==> src/rtl/link_channel_mux.sv <==
// Multiplexes per-channel codec samples onto one shared link with a valid/ready
// handshake, and demultiplexes received frames back into per-channel sample slots.
module link_channel_mux #(
    parameter int NUM_CH = 3,
    parameter int DATA_W = 24,
    parameter int CNT_W  = 16,
    localparam int CH_W  = (NUM_CH > 1) ? $clog2(NUM_CH) : 1
) (
    input  logic                     clk,
    input  logic                     reset,
    input  logic                     sample_strobe,
    input  logic [NUM_CH*DATA_W-1:0] ch_data_in,
    input  logic [NUM_CH-1:0]        ch_enable,
    output logic                     tx_valid,
    input  logic                     tx_ready,
    output logic [DATA_W-1:0]        tx_data,
    output logic [CH_W-1:0]          tx_ch,
    input  logic                     rx_valid,
    input  logic [DATA_W-1:0]        rx_data,
    input  logic [CH_W-1:0]          rx_ch,
    input  logic                     rx_err_corrected,
    input  logic                     rx_err_fatal,
    output logic [NUM_CH*DATA_W-1:0] ch_data_out,
    output logic [NUM_CH-1:0]        ch_out_valid,
    output logic [CNT_W-1:0]         corr_count,
    output logic [CNT_W-1:0]         fatal_count,
    output logic                     overrun,
    output logic                     busy
);

    typedef enum logic {IDLE, SEND} state_t;

    state_t                    state_q;
    logic [NUM_CH-1:0]         pending_q;
    logic [NUM_CH-1:0]         pending_d;
    logic [NUM_CH*DATA_W-1:0]  shadow_q;
    logic                      tx_valid_q;
    logic [DATA_W-1:0]         tx_data_q;
    logic [CH_W-1:0]           tx_ch_q;
    logic                      overrun_q;
    logic [CH_W-1:0]           startCh;
    logic [CH_W-1:0]           nextCh;

    logic [NUM_CH*DATA_W-1:0]  ch_data_out_q;
    logic [NUM_CH-1:0]         ch_out_valid_q;
    logic [CNT_W-1:0]          corr_count_q;
    logic [CNT_W-1:0]          fatal_count_q;
    logic                      rxInRange;

    // Lowest-index set bit wins, so channels go out in ascending order.
    function automatic logic [CH_W-1:0] lowestSet(input logic [NUM_CH-1:0] mask);
        lowestSet = '0;
        for (int i = NUM_CH - 1; i >= 0; i--) begin
            if (mask[i]) lowestSet = CH_W'(i);
        end
    endfunction

    always_comb begin
        pending_d          = pending_q;
        pending_d[tx_ch_q] = 1'b0;
        startCh            = lowestSet(ch_enable);
        nextCh             = lowestSet(pending_d);
    end

    // TX FSM: tx_valid is high for the whole of SEND, so a handshake there is just tx_ready.
    always_ff @(posedge clk) begin
        if (reset) begin
            state_q    <= IDLE;
            pending_q  <= '0;
            shadow_q   <= '0;
            tx_valid_q <= 1'b0;
            tx_data_q  <= '0;
            tx_ch_q    <= '0;
            overrun_q  <= 1'b0;
        end else begin
            case (state_q)
                IDLE: begin
                    if (sample_strobe && (|ch_enable)) begin
                        shadow_q   <= ch_data_in;
                        pending_q  <= ch_enable;
                        state_q    <= SEND;
                        tx_valid_q <= 1'b1;
                        tx_ch_q    <= startCh;
                        tx_data_q  <= ch_data_in[int'(startCh)*DATA_W +: DATA_W];
                    end
                end
                SEND: begin
                    if (sample_strobe) overrun_q <= 1'b1;
                    if (tx_ready) begin
                        pending_q <= pending_d;
                        if (pending_d == '0) begin
                            state_q    <= IDLE;
                            tx_valid_q <= 1'b0;
                        end else begin
                            tx_ch_q   <= nextCh;
                            tx_data_q <= shadow_q[int'(nextCh)*DATA_W +: DATA_W];
                        end
                    end
                end
                default: state_q <= IDLE;
            endcase
        end
    end

    assign rxInRange = (int'(rx_ch) < NUM_CH);

    // RX path: a fatal frame keeps the old sample (concealment) and only bumps the fatal counter.
    always_ff @(posedge clk) begin
        if (reset) begin
            ch_data_out_q  <= '0;
            ch_out_valid_q <= '0;
            corr_count_q   <= '0;
            fatal_count_q  <= '0;
        end else begin
            ch_out_valid_q <= '0;
            if (rx_valid && rxInRange) begin
                if (rx_err_fatal) begin
                    if (fatal_count_q != '1) fatal_count_q <= fatal_count_q + CNT_W'(1);
                end else begin
                    ch_data_out_q[int'(rx_ch)*DATA_W +: DATA_W] <= rx_data;
                    ch_out_valid_q[rx_ch] <= 1'b1;
                    if (rx_err_corrected && (corr_count_q != '1)) begin
                        corr_count_q <= corr_count_q + CNT_W'(1);
                    end
                end
            end
        end
    end

    assign tx_valid     = tx_valid_q;
    assign tx_data      = tx_data_q;
    assign tx_ch        = tx_ch_q;
    assign overrun      = overrun_q;
    assign busy         = (state_q == SEND);
    assign ch_data_out  = ch_data_out_q;
    assign ch_out_valid = ch_out_valid_q;
    assign corr_count   = corr_count_q;
    assign fatal_count  = fatal_count_q;

endmodule

==> config.mk <==
export PLATFORM = sky130hd
export DESIGN_NAME = link_channel_mux
export DESIGN_NICKNAME = d
export VERILOG_FILES = /design/src/rtl/link_channel_mux.sv
export SDC_FILE = /design/constraint.sdc
export NUM_CORES = 1
export LEC_CHECK = 0
export ABC_AREA = 1
export ABC_CLOCK_PERIOD_IN_PS = 6900
export CELL_PAD_IN_SITES_DETAIL_PLACEMENT = 1
export CELL_PAD_IN_SITES_GLOBAL_PLACEMENT = 2
export CORE_ASPECT_RATIO = 0.9
export CORE_UTILIZATION = 29
export CTS_CLUSTER_SIZE = 40
export DETAILED_ROUTE_END_ITERATION = 6
export HOLD_SLACK_MARGIN = 0.1
export PLACE_DENSITY = 0.95
export SYNTH_ARGS = -nofsm -noshare
export SYNTH_HDL_FRONTEND = slang
export SYNTH_SLANG_ARGS = --single-unit
export TNS_END_PERCENT = 1
==> constraint.sdc <==
create_clock -name clk -period 6.9 [get_ports clk]
set_input_delay 2.07 -clock clk [delete_from_list [all_inputs] [get_ports clk]]
set_output_delay 2.07 -clock clk [all_outputs]
set_load 0.01 [all_outputs]
Word-level counts from Yosys, hierarchy flattened
Cells that the tools add are included.
{"block": "classes", "n_addsub": 3, "multipliers": 3, "n_lt_le_gt_ge": 5, "n_eq_ne": 6, "n_shift": 4, "muxes": 30, "n_bitwise": 5, "n_reduce_logical": 16}
{"operator": "variable part select 72 x 8 -> 24 bit", "n": 2}
{"operator": "bitwise mux 72 bit", "n": 1}
{"operator": "two-way mux 24 bit", "n": 3}
{"operator": "variable shift 24 x 33 -> 72 bit (first input constant)", "n": 1}
{"operator": "variable part select 24 x 33 -> 72 bit", "n": 1}
{"operator": "one-hot mux 24 bit (2 select lines)", "n": 1}
{"operator": "negator 7 -> 33 bit", "n": 1}
{"operator": "adder 16 x 1 -> 16 bit (second input constant)", "n": 2}
{"operator": "inequality test 16 bit (second input constant)", "n": 2}
{"operator": "two-way mux 2 bit", "n": 9}
{"operator": "multiplier 2 x 2 -> 4 bit (second input constant)", "n": 3}
{"operator": "AND reduction 3 bit", "n": 4}
{"operator": "two-way mux 1 bit", "n": 8}
{"operator": "AND reduction 2 bit", "n": 4}
{"operator": "less-than comparator 2 x 3 -> 1 bit (second input constant)", "n": 2}
{"operator": "two-way mux 3 bit", "n": 2}
{"operator": "inequality test 2 bit (second input constant)", "n": 3}
{"operator": "one-hot mux 3 bit (2 select lines)", "n": 1}
{"operator": "OR reduction 3 bit", "n": 2}
{"operator": "logical AND 1 bit", "n": 5}
{"operator": "demux 1 bit (select 2 bit)", "n": 2}
{"operator": "greater-or-equal comparator 2 x 1 -> 1 bit (second input constant)", "n": 2}
{"operator": "one-hot mux 1 bit (2 select lines)", "n": 2}
{"operator": "one-hot mux 2 bit (2 select lines)", "n": 1}
{"operator": "6 further kinds", "n": 8}
{"block": "totals", "regBits": 211, "input_bits": 108, "output_inout_bits": 136, "word_cells": 83}

Longest topological paths before layout
{"block": "logic_depth", "ltp_word": 14, "mapped_depth": 13, "ltp_nobuf": 11}

Least setup slack after synthesis
Ideal clock, no wire load.
{"block": "synth_path", "kind": "in2reg", "start": "input port rx_ch[0]", "end": "register ch_data_out_q[6], in the netlist ch_data_out[6]", "setup_ns": 0.070, "t_arrival_ns": 3.855, "t_required_ns": 6.830, "path_slack_ns": 2.974, "cell_stages": 10, "path_buffers": 3, "path_cell_list": "buf_4 > inv_1 > clkbuf_1 > ha_1 > inv_1 > nand3_1 > nor2_4 > buf_4 > nand3_1 > a21oi_1"}
{"block": "synth_between", "elab_chain_cells": 4, "word_cells_on_any_way": 8, "cone_classes": "add/sub (1); mul (1); order compare (1); shift (2); mux (1); reduce/logical (2)"}
{"element": "from (decl)", "line": "20", "source": "input logic [CH_W-1:0] rx_ch,"}
{"element": "multiplier 2 x 2 -> 4 bit", "line": "120", "source": "ch_data_out_q[int'(rx_ch)*DATA_W +: DATA_W] <= rx_data;"}
{"element": "negator 7 -> 33 bit", "line": "120"}
{"element": "variable part select 24 x 33 -> 72 bit / variable shift 24 x 33 -> 72 bit (equally long branches)", "line": "120"}
{"element": "bitwise mux 72 bit", "line": "120"}
{"element": "to (signal, indexed assignment)", "line": "120"}
{"element": "to (decl)", "line": "44", "source": "logic [NUM_CH*DATA_W-1:0] ch_data_out_q;"}
Parallel ways exist; a longest one is shown, timed or not.
A chain may end at the register's enable or synchronous reset.

Worst setup path after layout
Same ends and word-level chain as after synthesis.

==> metrics.txt <==
status=completed; Worst Hold Class=flop to flop; post-route setup TNS=0 ns; CTS sink count=211; Final Critical Period=5.249 ns; Syn Area/Cell=6.652 um^2; Fmax achieved=0.1905 GHz; largest family of logic cells by synthesized area=simple AND/OR/NAND/NOR gates; initial antenna violation count=2; Mapped Cells=1,621; global-route usage over all layers=0.2190; routability congestion estimate=0.8806; reg2reg start=tx_ch[1]$_SDFFE_PP0P_; DRC Markers=0; Worst Path Arrival=5.71 ns; Critical Path Fanout Max=23; XOR/XNOR share of the synthesized area=0.01775; Setup WS pre-CTS=1.147 ns; critical path cell sequence=clkdlybuf4s50_1 -> buf_4 -> inv_1 -> ha_1 -> inv_1 -> nor2_2 -> inv_1 -> nor2_4 -> nand3_1 -> a21oi_1; CP delay by family, top=buffers and inverters; Final WS setup=1.651 ns; worst-skew pair later-pin latency=0.54 ns; maximum vdd drop=179.4 uV; worst path bufs/invs=5; sequential area share after synthesis=0.3917; core area=36,420 um^2; die area=37,960 um^2; WL/cell=18.24 um; Worst setup EP type=flop; Synth Register Bits=211; Max-Slew Margin vs Limit=0.1800; worst-margin pin slew=1.227 ns; Netlist cell types=36; # setup viols final=0; worst r2r dst=tx_data[12]$_SDFFE_PP0P_; Worst Hold End=ch_data_out[28]$_SDFFE_PP0P_; # Post-CTS Setup Buffers=0; Critical-path top delay cell=ha_1; num rows=66; syn_nets=1,738; hold buffers post-CTS=0; Hold Path Stages=2; H-Tree Depth=1; critical path class=primary input to flop; storage element area=4224 um^2; CTS tree=built; TritonCTS buffer count=27; total iterations of the first detailed-routing run=5; number of global-route vias before repair=11,990; Final Cycle Share=0.7607; Worst Min Path Start=ch_data_out[28]$_SDFFE_PP0P_; DR vias/cell=5.046; number of synthesis warnings=0; pwr/cell area=239.0 nW/um^2; Die H=184.9 um; critical path required time=7.36 ns; layout net count=1,926; synthesized cell area=10,780 um^2; max-slew violations=0; # port buffers=243; first-pass GRT wire length=66,230 um; Filler cells=4,602; P_leak=0.005652 uW; grt ovf=0; Routed Antenna Nets=0; Synth Area in Compound Gates=0.1754; mux share of post-synthesis cell area=0; via count=11,640; post-layout util=0.3935; flop2flop setup slack=4.10 ns; adder-cell share of the synthesized area=0.01044; number of I/O pins=244; Root Buffer=clkbuf_16; multi-input logic area=5558 um^2; die width=205.3 um; largest net degree at the start of global routing=89; share of post-route cells with drive strength above 1=0.05744; Synth Area in Simple Gates=0.3118; Max Cap Violations=0; Setup crit start kind=primary input; worst-case reg-to-reg path depth=11; RSZ-0062 raised after global routing=no; Starting DRT DRC Count=567; cell mode on critical path=inv_1; CTS resizes=0; clock buffer depth=3; CP max stage delay=0.72 ns; DP Wirelength=28,560 um; drt total wl=42,060 um; Clock Skew=0.006054 ns; Reg clk slew, reported paths=0.06 ns; Final Hold Fails=0; layout overhead on the synthesized area=32.90%; Initial Util=0.2961
[metrics by stage]
| step | power [uW] | cell area [um^2] | hold slack [ns] | instances |
|---|---|---|---|---|
| 2_1_floorplan | 1747 | 10780 | 0.4451 | 1621 |
| 3_3_place_gp | 2000 | 13430 | 0.4546 | 2256 |
| 3_5_place_dp | 2016 | 13430 | 0.4595 | 2256 |
| 4_1_cts | 3467 | 14330 | 0.4696 | 2304 |
| 5_1_grt | 3591 | 14330 | 0.4866 | 2305 |
| 6_report | 3425 | 14330 | 0.4702 | 2306 |
[registers in the layout (all words and copies together) (netlist names)]
signal,flops
busy,1
ch_data_out,72
ch_out_valid,3
corr_count,16
fatal_count,16
overrun,1
pending_q,3
shadow_q,72
tx_ch,2
tx_data,24
tx_valid,1
[cell type report]
class	count	share of cell area
flip-flops and latches	211	0.2948
well taps	476	0.04156
repair buffers	254	0.1753
clock buffers	43	0.05693
multi-input cells	1170	0.3878
diodes	2	0.0003493
clock inverters	5	0.005239
inverters	145	0.03798
[how the worst max path moves through the flow]
stage | start | endpoint | slack, ns | depth (start not counted)
after floorplan | rx_ch[0] | ch_data_out[6]$_SDFFE_PP0P_ | 2.97 | 10
after global placement | rx_ch[0] | ch_data_out[1]$_SDFFE_PP0P_ | 1.35 | 10
after detailed placement | rx_ch[0] | ch_data_out[1]$_SDFFE_PP0P_ | 1.15 | 10
after CTS | rx_ch[0] | ch_data_out[2]$_SDFFE_PP0P_ | 1.75 | 10
after global routing | rx_ch[0] | ch_data_out[4]$_SDFFE_PP0P_ | 1.31 | 10
final | rx_ch[0] | ch_data_out[6]$_SDFFE_PP0P_ | 1.65 | 10
[Yosys cell counts]
| master | count | area share |
|---|---|---|
| clkbuf_1 | 51 | 0.018 |
| o21ai_1 | 19 | 0.0088 |
| dfxtp_1 | 211 | 0.39 |
| clkinv_1 | 1 | 0.00035 |
| nand4_4 | 1 | 0.0020 |
| o22ai_2 | 5 | 0.0058 |
| inv_2 | 16 | 0.0056 |
| nor3_1 | 3 | 0.0014 |
| buf_2 | 29 | 0.013 |
| xnor2_2 | 1 | 0.0015 |
| nor2_4 | 7 | 0.0073 |
| a31oi_1 | 11 | 0.0064 |
| nor3_4 | 2 | 0.0030 |
| o211ai_1 | 24 | 0.017 |
| nor2_1 | 177 | 0.062 |
| o31ai_1 | 2 | 0.0014 |
| nand4_1 | 9 | 0.0052 |
| o22ai_1 | 9 | 0.0052 |
| nand2_1 | 404 | 0.14 |
| o21ai_0 | 124 | 0.058 |
| buf_6 | 5 | 0.0052 |
| nor2_2 | 4 | 0.0023 |
| buf_1 | 3 | 0.0010 |
| nor3_2 | 1 | 0.00093 |
| nand3b_1 | 2 | 0.0014 |
| nand3_2 | 1 | 0.00093 |
| inv_1 | 128 | 0.045 |
| nand2_4 | 3 | 0.0031 |
| a22oi_1 | 1 | 0.00070 |
| xor2_1 | 11 | 0.0089 |
| buf_4 | 7 | 0.0049 |
| a21oi_1 | 157 | 0.073 |
| nand3_1 | 164 | 0.076 |
| ha_1 | 9 | 0.010 |
| xnor2_1 | 9 | 0.0073 |
| nand2_2 | 10 | 0.0058 |
[worst min-delay path, cell delays in order, from the launching register on]
cell	delay [ns]
dfxtp_1	0.31
nand2_1	0.06
a21oi_1	0.05
[routing by layer]
layer,global-route usage,vias to the layer above,routed length [um]
met2,0.3591,316,19260
met4,0.06163,2,1061
met5,0,-,13
met1,0.2953,5595,19450
met3,0.03536,66,2279
li1,-,5656,-
[cells by family after synthesis]
| group | count (synthesis) |
|---|---|
| simple gates | 788 |
| compound gates | 352 |
| buf+inv | 240 |
| flops | 211 |
| xor+xnor | 21 |
| fa+ha+maj | 9 |
[placed cells by master (no fill, tap or decap), types with 11 or more instances in the layout]
cell type / count
clkbuf_16: 27
buf_4: 12
nor2_1: 177
clkdlybuf4s50_1: 242
inv_2: 18
dfxtp_1: 211
o211ai_1: 24
o21ai_1: 19
nand2_1: 404
nand3_1: 164
a31oi_1: 11
o21ai_0: 124
xor2_1: 11
a21oi_1: 157
inv_1: 126
[power breakdown]
part | switching (uW) | leakage, uW | internal (uW)
clock | 558 | 0.000440 | 876
sequential | 45.3 | 0.00172 | 1300
combinational | 409 | 0.00349 | 241
Note: power is estimated with default switching activity, not from simulation.
